`config.mk`:
```
export PLATFORM = sky130hd
export DESIGN_NAME = pc_sequencer
export DESIGN_NICKNAME = d
export VERILOG_FILES = /design/src/rtl/pc_sequencer_pkg.sv /design/src/rtl/pc_sequencer_perf_counter.sv /design/src/rtl/pc_sequencer.sv
export SDC_FILE = /design/constraint.sdc
export NUM_CORES = 1
export LEC_CHECK = 0
export ABC_AREA = 1
export BUFFER_PORTS_ARGS = -buffer_cell sky130_fd_sc_hd__clkbuf_2
export CORE_MARGIN = 3
export CORE_UTILIZATION = 45
export DETAILED_ROUTE_END_ITERATION = 8
export PLACE_DENSITY_LB_ADDON = 0.3
export SLEW_MARGIN = 20
export SYNTH_ARGS = -nofsm -noshare
export SYNTH_HDL_FRONTEND = slang
export SYNTH_SLANG_ARGS = --single-unit
```
`constraint.sdc`:
```
create_clock -name Clock -period 2.02 [get_ports Clock]
set_input_delay 0.202 -clock Clock [delete_from_list [all_inputs] [get_ports Clock]]
set_output_delay 0.202 -clock Clock [all_outputs]
set_load 0.1 [all_outputs]
```
`src/rtl/pc_sequencer_pkg.sv`:
```
// Shared definitions for the fetch-stage PC sequencer: FSM encodings and the reset PC.
package pc_sequencer_pkg;

    typedef enum logic [1:0] {
        ST_BOOT = 2'd0,
        ST_RUN  = 2'd1,
        ST_HOLD = 2'd2
    } pcseq_state_t;

    localparam logic [31:0] PCSEQ_RESET_PC = 32'h0000_0000;

endpackage

```
`src/rtl/pc_sequencer_perf_counter.sv`:
```
// Free-running performance counter with enable; wraps silently at 2^WIDTH.
module pc_sequencer_perf_counter #(
    parameter int WIDTH = 32
) (
    input  logic             i_clk,
    input  logic             i_rst,
    input  logic             i_en,
    output logic [WIDTH-1:0] o_count
);

    logic [WIDTH-1:0] r_count;

    always_ff @(posedge i_clk) begin
        if (i_rst) begin
            r_count <= '0;
        end else if (i_en) begin
            r_count <= r_count + WIDTH'(1);
        end
    end

    assign o_count = r_count;

endmodule

```
`src/rtl/pc_sequencer.sv`:
```
// Fetch PC owner: steps PC by 4, applies E-stage redirects, and parks a redirect
// that resolves under stall until the stall releases. Also counts branches.
module pc_sequencer
    import pc_sequencer_pkg::*;
#(
    parameter int                  PC_WIDTH  = 32,
    parameter logic [PC_WIDTH-1:0] RESET_PC  = PC_WIDTH'(PCSEQ_RESET_PC),
    parameter int                  CNT_WIDTH = 32
) (
    input  logic                 Clock,
    input  logic                 Reset,
    input  logic                 Stall,
    input  logic                 ValidE,
    input  logic                 IsBranchE,
    input  logic                 BranchE,
    input  logic [PC_WIDTH-1:0]  BranchTargetE,
    input  logic                 JumpE,
    input  logic [PC_WIDTH-1:0]  JumpTargetE,
    output logic [PC_WIDTH-1:0]  PCF,
    output logic                 FetchEn,
    output logic                 RedirectPending,
    output logic [CNT_WIDTH-1:0] BranchCount,
    output logic [CNT_WIDTH-1:0] TakenCount,
    output pcseq_state_t         DbgState
);

    pcseq_state_t        r_state;
    logic [PC_WIDTH-1:0] r_pc;
    logic [PC_WIDTH-1:0] r_pend_target;
    logic                r_pend_branch;
    logic                r_pend_taken;
    logic                r_redirect_pending;

    logic                w_redir;
    logic [PC_WIDTH-1:0] w_target;
    logic                w_run;
    logic                w_hold;
    logic                w_branch_inc;
    logic                w_taken_inc;

    // Jump wins over a simultaneous branch (an illegal encoding, but deterministic).
    assign w_redir  = ValidE & (JumpE | (IsBranchE & BranchE));
    assign w_target = JumpE ? JumpTargetE : BranchTargetE;
    assign w_run    = (r_state == ST_RUN);
    assign w_hold   = (r_state == ST_HOLD);

    // A branch retires on the cycle E advances; in HOLD the captured flags stand in
    // for the re-presented E inputs, so a stalled branch counts exactly once.
    assign w_branch_inc = ~Stall & ((w_run & ValidE & IsBranchE) | (w_hold & r_pend_branch));
    assign w_taken_inc  = ~Stall & ((w_run & ValidE & IsBranchE & BranchE) |
                                    (w_hold & r_pend_taken));

    always_ff @(posedge Clock) begin
        if (Reset) begin
            r_state            <= ST_BOOT;
            r_pc               <= RESET_PC;
            r_pend_target      <= '0;
            r_pend_branch      <= 1'b0;
            r_pend_taken       <= 1'b0;
            r_redirect_pending <= 1'b0;
        end else begin
            case (r_state)
                ST_BOOT: begin
                    r_state <= ST_RUN;
                end
                ST_RUN: begin
                    if (!Stall) begin
                        r_pc <= w_redir ? w_target : r_pc + PC_WIDTH'(4);
                    end else if (w_redir) begin
                        r_pend_target      <= w_target;
                        r_pend_branch      <= IsBranchE;
                        r_pend_taken       <= IsBranchE & BranchE;
                        r_redirect_pending <= 1'b1;
                        r_state            <= ST_HOLD;
                    end
                end
                ST_HOLD: begin
                    if (!Stall) begin
                        r_pc               <= r_pend_target;
                        r_redirect_pending <= 1'b0;
                        r_state            <= ST_RUN;
                    end
                end
                default: begin
                    r_state            <= ST_BOOT;
                    r_redirect_pending <= 1'b0;
                end
            endcase
        end
    end

    pc_sequencer_perf_counter #(.WIDTH(CNT_WIDTH)) u_branch_cnt (
        .i_clk   (Clock),
        .i_rst   (Reset),
        .i_en    (w_branch_inc),
        .o_count (BranchCount)
    );

    pc_sequencer_perf_counter #(.WIDTH(CNT_WIDTH)) u_taken_cnt (
        .i_clk   (Clock),
        .i_rst   (Reset),
        .i_en    (w_taken_inc),
        .o_count (TakenCount)
    );

    assign PCF             = r_pc;
    assign RedirectPending = r_redirect_pending;
    assign FetchEn         = w_run & ~Stall;
    assign DbgState        = r_state;

endmodule

```
==> impl_metrics.env, run 1 <==
export IMPL_die_y_um=140
export IMPL_critPathMaxStageDelay_ns=0.38
export IMPL_start_util=0.466
export IMPL_ant_nets=0
export IMPL_clk_path_buf_depth=2
export IMPL_vdd_drop_max_v=0.000610
export IMPL_synth_top_area_frac=0.327
export IMPL_pre_cts_slack_ns=0.106
export IMPL_vias=9058
export IMPL_rows=48
export IMPL_syn_inst=1344
export IMPL_dieArea_um2=19700
export IMPL_worst_setup_path_start_kind="flip-flop"
export IMPL_grt_max_degree=76
export IMPL_ys_seq_area_frac=0.327
export IMPL_setup_ws_ns=0.150
export IMPL_io_buffer_count=170
export IMPL_holdCritPathClass="primary input to flip-flop"
export IMPL_ys_warn_count=0
export IMPL_yosys_cell_count_top_type="nand2_1"
export IMPL_crit_top_cell="nand2_1"
export IMPL_fp_dieW_um=140
export IMPL_synth_async_reset_ratio=0
export IMPL_clock_latency_ns=0.42
export IMPL_finalHoldViolations=0
export IMPL_cts_tree="yes"
export IMPL_report_final_slew_viol_count=0
export IMPL_ys_top_cells_by_count="459 x nand2_1, 164 x a21oi_1, 133 x dfxtp_1, 133 x nor2_1, 131 x inv_1"
export IMPL_drive_gt1_frac=0.206
export IMPL_gp_congestion=0.908
export IMPL_path_class="flip-flop to flip-flop"
export IMPL_grt_pass1_wl_mm=39.5
export IMPL_syn_area_per_cell_um2=6.06
export IMPL_grt_use_total=0.240
export IMPL_clock_sinks=133
export IMPL_nets=1580
export IMPL_core_area_um2=17500
export IMPL_synth_seq_cells=133
export IMPL_cp_cell_sequence="ha_1 > nand2_1 > nor2_1 > nand2_2 > nor2_1 > nand2_1 > nand2_1 > nand3_1 > nand2_1 > nand2_1 > a21oi_1"
export IMPL_fin_skew_ns=0.00989
export IMPL_outcome="complete, no violations"
export IMPL_timing_final_crit_period_ns=1.87
export IMPL_dp_hpwl_mm=17.9
export IMPL_clk_pin_slew_ns=0.06
export IMPL_io_pins=171
export IMPL_synth_nets=1421
export IMPL_via_per_inst=5.20
export IMPL_crit_fanout=5
export IMPL_drt_iter0_markers=720
export IMPL_area_delta_synth_final_pct=22.4
export IMPL_antenna_found_initial=1
export IMPL_drtPass1Iterations=7
export IMPL_slew_limit_headroom=0.604
export IMPL_p_leak_nw=4.21
export IMPL_crit_path_top_delay_cell="dfxtp_2"
export IMPL_num_fill_cells=1711
export IMPL_synthDistinctLibCells=37
export IMPL_cts_buffers=17
export IMPL_tightest_slew_ns=0.596
export IMPL_fin_crit_sh=0.926
export IMPL_synth_edf_count=0
export IMPL_synth_flop_cell="dfxtp_1"
export IMPL_htreeDepth=4
export IMPL_drc=0
export IMPL_endpoint_kind="flip-flop"
export IMPL_routed_wl_mm=24.3
export IMPL_cp_arrival_ns=2.21
export IMPL_synth_area_um2=8140
export IMPL_cts_hold_buffers=0
export IMPL_rsz0062_at_grt="true"
export IMPL_grt_pass1_vias=7995
export IMPL_fmax_mhz=535
export IMPL_synth_area_leaders="dfxtp_1 33%, nand2_1 21%, a21oi_1 10%"
export IMPL_cts_root_buf="clkbuf_16"
export IMPL_maxCapViolCount=0
export IMPL_grt_overflow=0
export IMPL_fin_util=0.570
export IMPL_setup_violations=0
export IMPL_cp_required_ns=2.36
export IMPL_avgRoutedWirePerCell_um=13.9
export IMPL_powerDensity_nw_per_um2=697
export IMPL_yosysTopAreaCell="dfxtp_1"
## logic make-up (layout without fill, tap and decap cells)
kind of cell             after synthesis  after routing  share of synthesized area
AO/OA/AOI/OAI                        249            249                      0.161
XOR/XNOR                              10             10                     0.0108
adder cells (fa/ha/maj)                6              6                    0.00922
buffers and inverters                187            359                     0.0887
flip-flops                           133            133                      0.327
multiplexers                          13             13                     0.0160
other                                  0              1                          0
AND/OR/NAND/NOR                      746            746                      0.388
## through the flow
step	power (W)	TNS, ns	hold WS (ns)	cells	instance area (µm²)
finish	0.00694	0	0.0676	1742	9960
global route	0.00721	-0.00152	0.0992	1741	9960
CTS	0.00698	0	0.0595	1740	9930
detailed placement	0.00401	0	0.439	1708	9360
global placement	0.00400	0	0.433	1708	9360
floorplan	0.00370	0	0.358	1344	8210
## power by group
part	switching, W	total, W	internal, W
Clock	0.00116	0.00298	0.00182
Sequential	0.0000773	0.00279	0.00271
Combinational	0.000854	0.00117	0.000318
Total	0.00209	0.00694	0.00485
## worst max-delay path, delay by kind of cell (launching register included)
kind | cells | cell delay [ns]
AND/OR/NAND/NOR | 9 | 1.06
flip-flops | 1 | 0.38
AO/OA/AOI/OAI | 1 | 0.13
adder cells (fa/ha/maj) | 1 | 0.23
## state kept, by name (all words and copies together), names as in the netlist
register	count
DbgState	2
r_pend_branch	1
u_taken_cnt.o_count	32
r_pend_taken	1
u_branch_cnt.o_count	32
RedirectPending	1
PCF	32
r_pend_target	32
## path summary, 6_finish.rpt
check                           slack, ns        startpoint  cells after the start               end
worst min register to register       0.45  r_pend_target[1]                      2  r_pend_target[1]
worst max register to register       0.15            PCF[3]                     11           PCF[30]
worst min-delay path                 0.07           BranchE                      3      r_pend_taken
worst max-delay path                 0.15            PCF[3]                     11           PCF[30]
## final cells by class
type | count | area (µm²) | share of cell area
inverters | 136 | 513 | 0.0515
multi-input cells | 1024 | 4780 | 0.480
clock inverters | 9 | 75.1 | 0.00753
repair buffers | 191 | 1080 | 0.109
clock buffers | 23 | 489 | 0.0491
well taps | 225 | 282 | 0.0283
flip-flops and latches | 133 | 2740 | 0.275
diodes | 1 | 2.50 | 0.000251
## metal layers
metal / track usage / up-vias / part of all wire
met3: 0.0516 / 27 / 0.074
met4: 0.0561 / 2 / 0.015
li1: - / 4634 / -
met2: 0.376 / 313 / 0.44
met1: 0.340 / 4082 / 0.47
met5: 0 / - / 0.00054
## repair_timing
item	CTS	global route
endpoints found under the setup margin	0	11
setup buffers	0	1
resized for setup	0	7
## cells in the final DEF (no fill, tap or decap), drive strengths merged, types with 18 or more instances in the layout
cell type,instances
inv,136
clkbuf,192
nand3,64
buf,22
nor2,143
nor3,23
nand3b,18
dfxtp,133
a21oi,164
nand2,466
o21ai,66
No activity file was read; power rests on OpenSTA's default activity.
==> inputs of run 2 (changes only) <==
--- a/config.mk
+++ b/config.mk
@@ -10,7 +10,8 @@
 export CORE_MARGIN = 3
 export CORE_UTILIZATION = 45
 export DETAILED_ROUTE_END_ITERATION = 8
-export PLACE_DENSITY_LB_ADDON = 0.3
+export HOLD_SLACK_MARGIN = 0.06
+export PLACE_DENSITY = 0.74
 export SLEW_MARGIN = 20
 export SYNTH_ARGS = -nofsm -noshare
 export SYNTH_HDL_FRONTEND = slang
==> impl_metrics.env, run 2 (synthesis gave the netlist of run 1 again) <==
export IMPL_tightest_slew_ns=0.879
export IMPL_ant_nets=0
export IMPL_dp_hpwl_mm=17.7
export IMPL_drtPass1Iterations=8
export IMPL_grt_use_total=0.246
export IMPL_cts_tree="yes"
export IMPL_via_per_inst=5.26
export IMPL_start_util=0.466
export IMPL_htreeDepth=4
export IMPL_cts_hold_buffers=0
export IMPL_swShare=0.288
export IMPL_io_buffer_count=170
export IMPL_gp_congestion=0.955
export IMPL_dieArea_um2=19700
export IMPL_critPathMaxStageDelay_ns=0.35
export IMPL_setup_tns_final_ns=0
export IMPL_cp_arrival_ns=1.68
export IMPL_clock_sinks=133
export IMPL_path_class="flip-flop to output pin"
export IMPL_die_y_um=140
export IMPL_powerDensity_nw_per_um2=727
export IMPL_grt_max_degree=76
export IMPL_placedCellCount=1711
export IMPL_grt_pass1_vias=8353
export IMPL_fp_dieW_um=140
export IMPL_grt_overflow=0
export IMPL_worst_setup_path_start_kind="flip-flop"
export IMPL_core_area_um2=17500
export IMPL_holdCritPathClass="primary input to flip-flop"
export IMPL_maxCapViolCount=0
export IMPL_cp_required_ns=1.82
export IMPL_routed_wl_mm=24.5
export IMPL_crit_path_top_delay_cell="dfxtp_4"
export IMPL_p_leak_nw=4.22
export IMPL_finalHoldViolations=0
export IMPL_cts_setup_buffers=0
export IMPL_area_delta_synth_final_pct=22.7
export IMPL_fin_cells=1743
export IMPL_drive_gt1_frac=0.207
export IMPL_p_seq_frac=0.385
export IMPL_critPathBufInv=4
export IMPL_drc=0
export IMPL_clock_latency_ns=0.43
export IMPL_setup_violations=0
export IMPL_clk_pin_slew_ns=0.05
export IMPL_final_common_cell="nand2_1"
export IMPL_rows=48
export IMPL_outcome="complete, no violations"
export IMPL_antenna_found_initial=0
export IMPL_timing_final_crit_period_ns=1.88
export IMPL_pre_cts_slack_ns=0.184
export IMPL_final_area_um2=9990
export IMPL_setup_ws_ns=0.141
export IMPL_num_fill_cells=1726
export IMPL_vias=9162
export IMPL_internal_power_w=0.00517
export IMPL_endpoint_kind="output pin"
export IMPL_crit_fanout=5
export IMPL_report_final_slew_viol_count=0
export IMPL_grt_pass1_wl_mm=40.5
export IMPL_io_pins=171
export IMPL_power_total_w=0.00726
export IMPL_rsz0062_at_grt="false"
export IMPL_drt_iter0_markers=769
export IMPL_dpl_cell_area_um2=9350
export IMPL_slew_limit_headroom=0.414
export IMPL_power_switching_w=0.00209
export IMPL_avgRoutedWirePerCell_um=14.1
export IMPL_cp_top_family="buffers and inverters"
export IMPL_clk_path_buf_depth=2
export IMPL_p_clk_frac=0.455
export IMPL_vdd_drop_max_v=0.000732
export IMPL_antennaDiodeCount=0
export IMPL_fin_skew_ns=0.0109
export IMPL_layout_common_cells="459 x nand2_1, 169 x clkbuf_2, 164 x a21oi_1"
export IMPL_pwr_share_comb=0.161
export IMPL_cts_root_buf="clkbuf_16"
export IMPL_fmax_mhz=532
export IMPL_cts_buffers=17
export IMPL_nets=1582
export IMPL_cp_cell_sequence="inv_1 > ha_1 > buf_4 > nand2_1 > inv_1 > buf_4"
export IMPL_fin_crit_sh=0.930
run 2: changes by cell type in the layout (fill, tap and decap cells not counted), sizes merged:
| cell | delta |
|---|---|
| buf | +2 |
| diode | -1 |
| clkinv | -4 |
| bufinv | +2 |
| clkbuf | +2 |
run 2: stage by stage:
step                      hold WS, ns  utilization
final                          0.0799        0.572
after global routing           0.0993        0.572
after CTS                      0.0736        0.571
after detailed placement        0.443        0.535
after global placement          0.436        0.535
after floorplan                 0.358            -
run 2: timing repair:
action	in CTS	in global routing
hold endpoints to repair	0	0
resized for setup	0	2
endpoints found under the setup margin	0	4
run 2: worst reg2reg max path, cell delays in order (launching register included):
cell and delay [ns]:
dfxtp_2 0.37, ha_1 0.22, nand2_1 0.07, nor2_1 0.15, nand2_2 0.13, nor2_1 0.36
nand3_1 0.11, nand3_1 0.10, nand2_1 0.05, nand2_1 0.06, a21oi_1 0.05
run 2: area by class of cell:
cell class,instances,area (µm²),share of cell area
well taps,225,282,0.0282
inverters,136,510,0.0511
multi-input cells,1024,4780,0.478
clock inverters,7,115,0.0115
flip-flops and latches,133,2740,0.274
clock buffers,25,517,0.0517
repair buffers,193,1050,0.105
run 2: path summary, 6_finish.rpt:
check | from | endpoint | slack [ns] | cells past startpoint
setup / recovery | DbgState[1] | FetchEn | 0.14 | 6
hold / removal | BranchE | r_pend_taken | 0.08 | 3
setup reg to reg | PCF[3] | PCF[26] | 0.20 | 10
hold reg to reg | r_pend_target[0] | r_pend_target[0] | 0.45 | 2
run 2: layer usage:
| layer | vias up | track usage | part of all wire |
|---|---|---|---|
| met2 | 335 | 0.396 | 0.46 |
| li1 | 4643 | - | - |
| met3 | 33 | 0.0509 | 0.075 |
| met5 | - | 0 | 0 |
| met4 | 0 | 0.0586 | 0.014 |
| met1 | 4151 | 0.340 | 0.45 |
run 2: power by group through the flow:
stage | Sequential, W | Clock (W) | Combinational (W)
after floorplan | 0.00317 | 0 | 0.000526
after global placement | 0.00284 | 0 | 0.00115
after detailed placement | 0.00285 | 0 | 0.00116
after CTS | 0.00279 | 0.00334 | 0.00117
after global routing | 0.00280 | 0.00345 | 0.00127
final | 0.00279 | 0.00330 | 0.00117
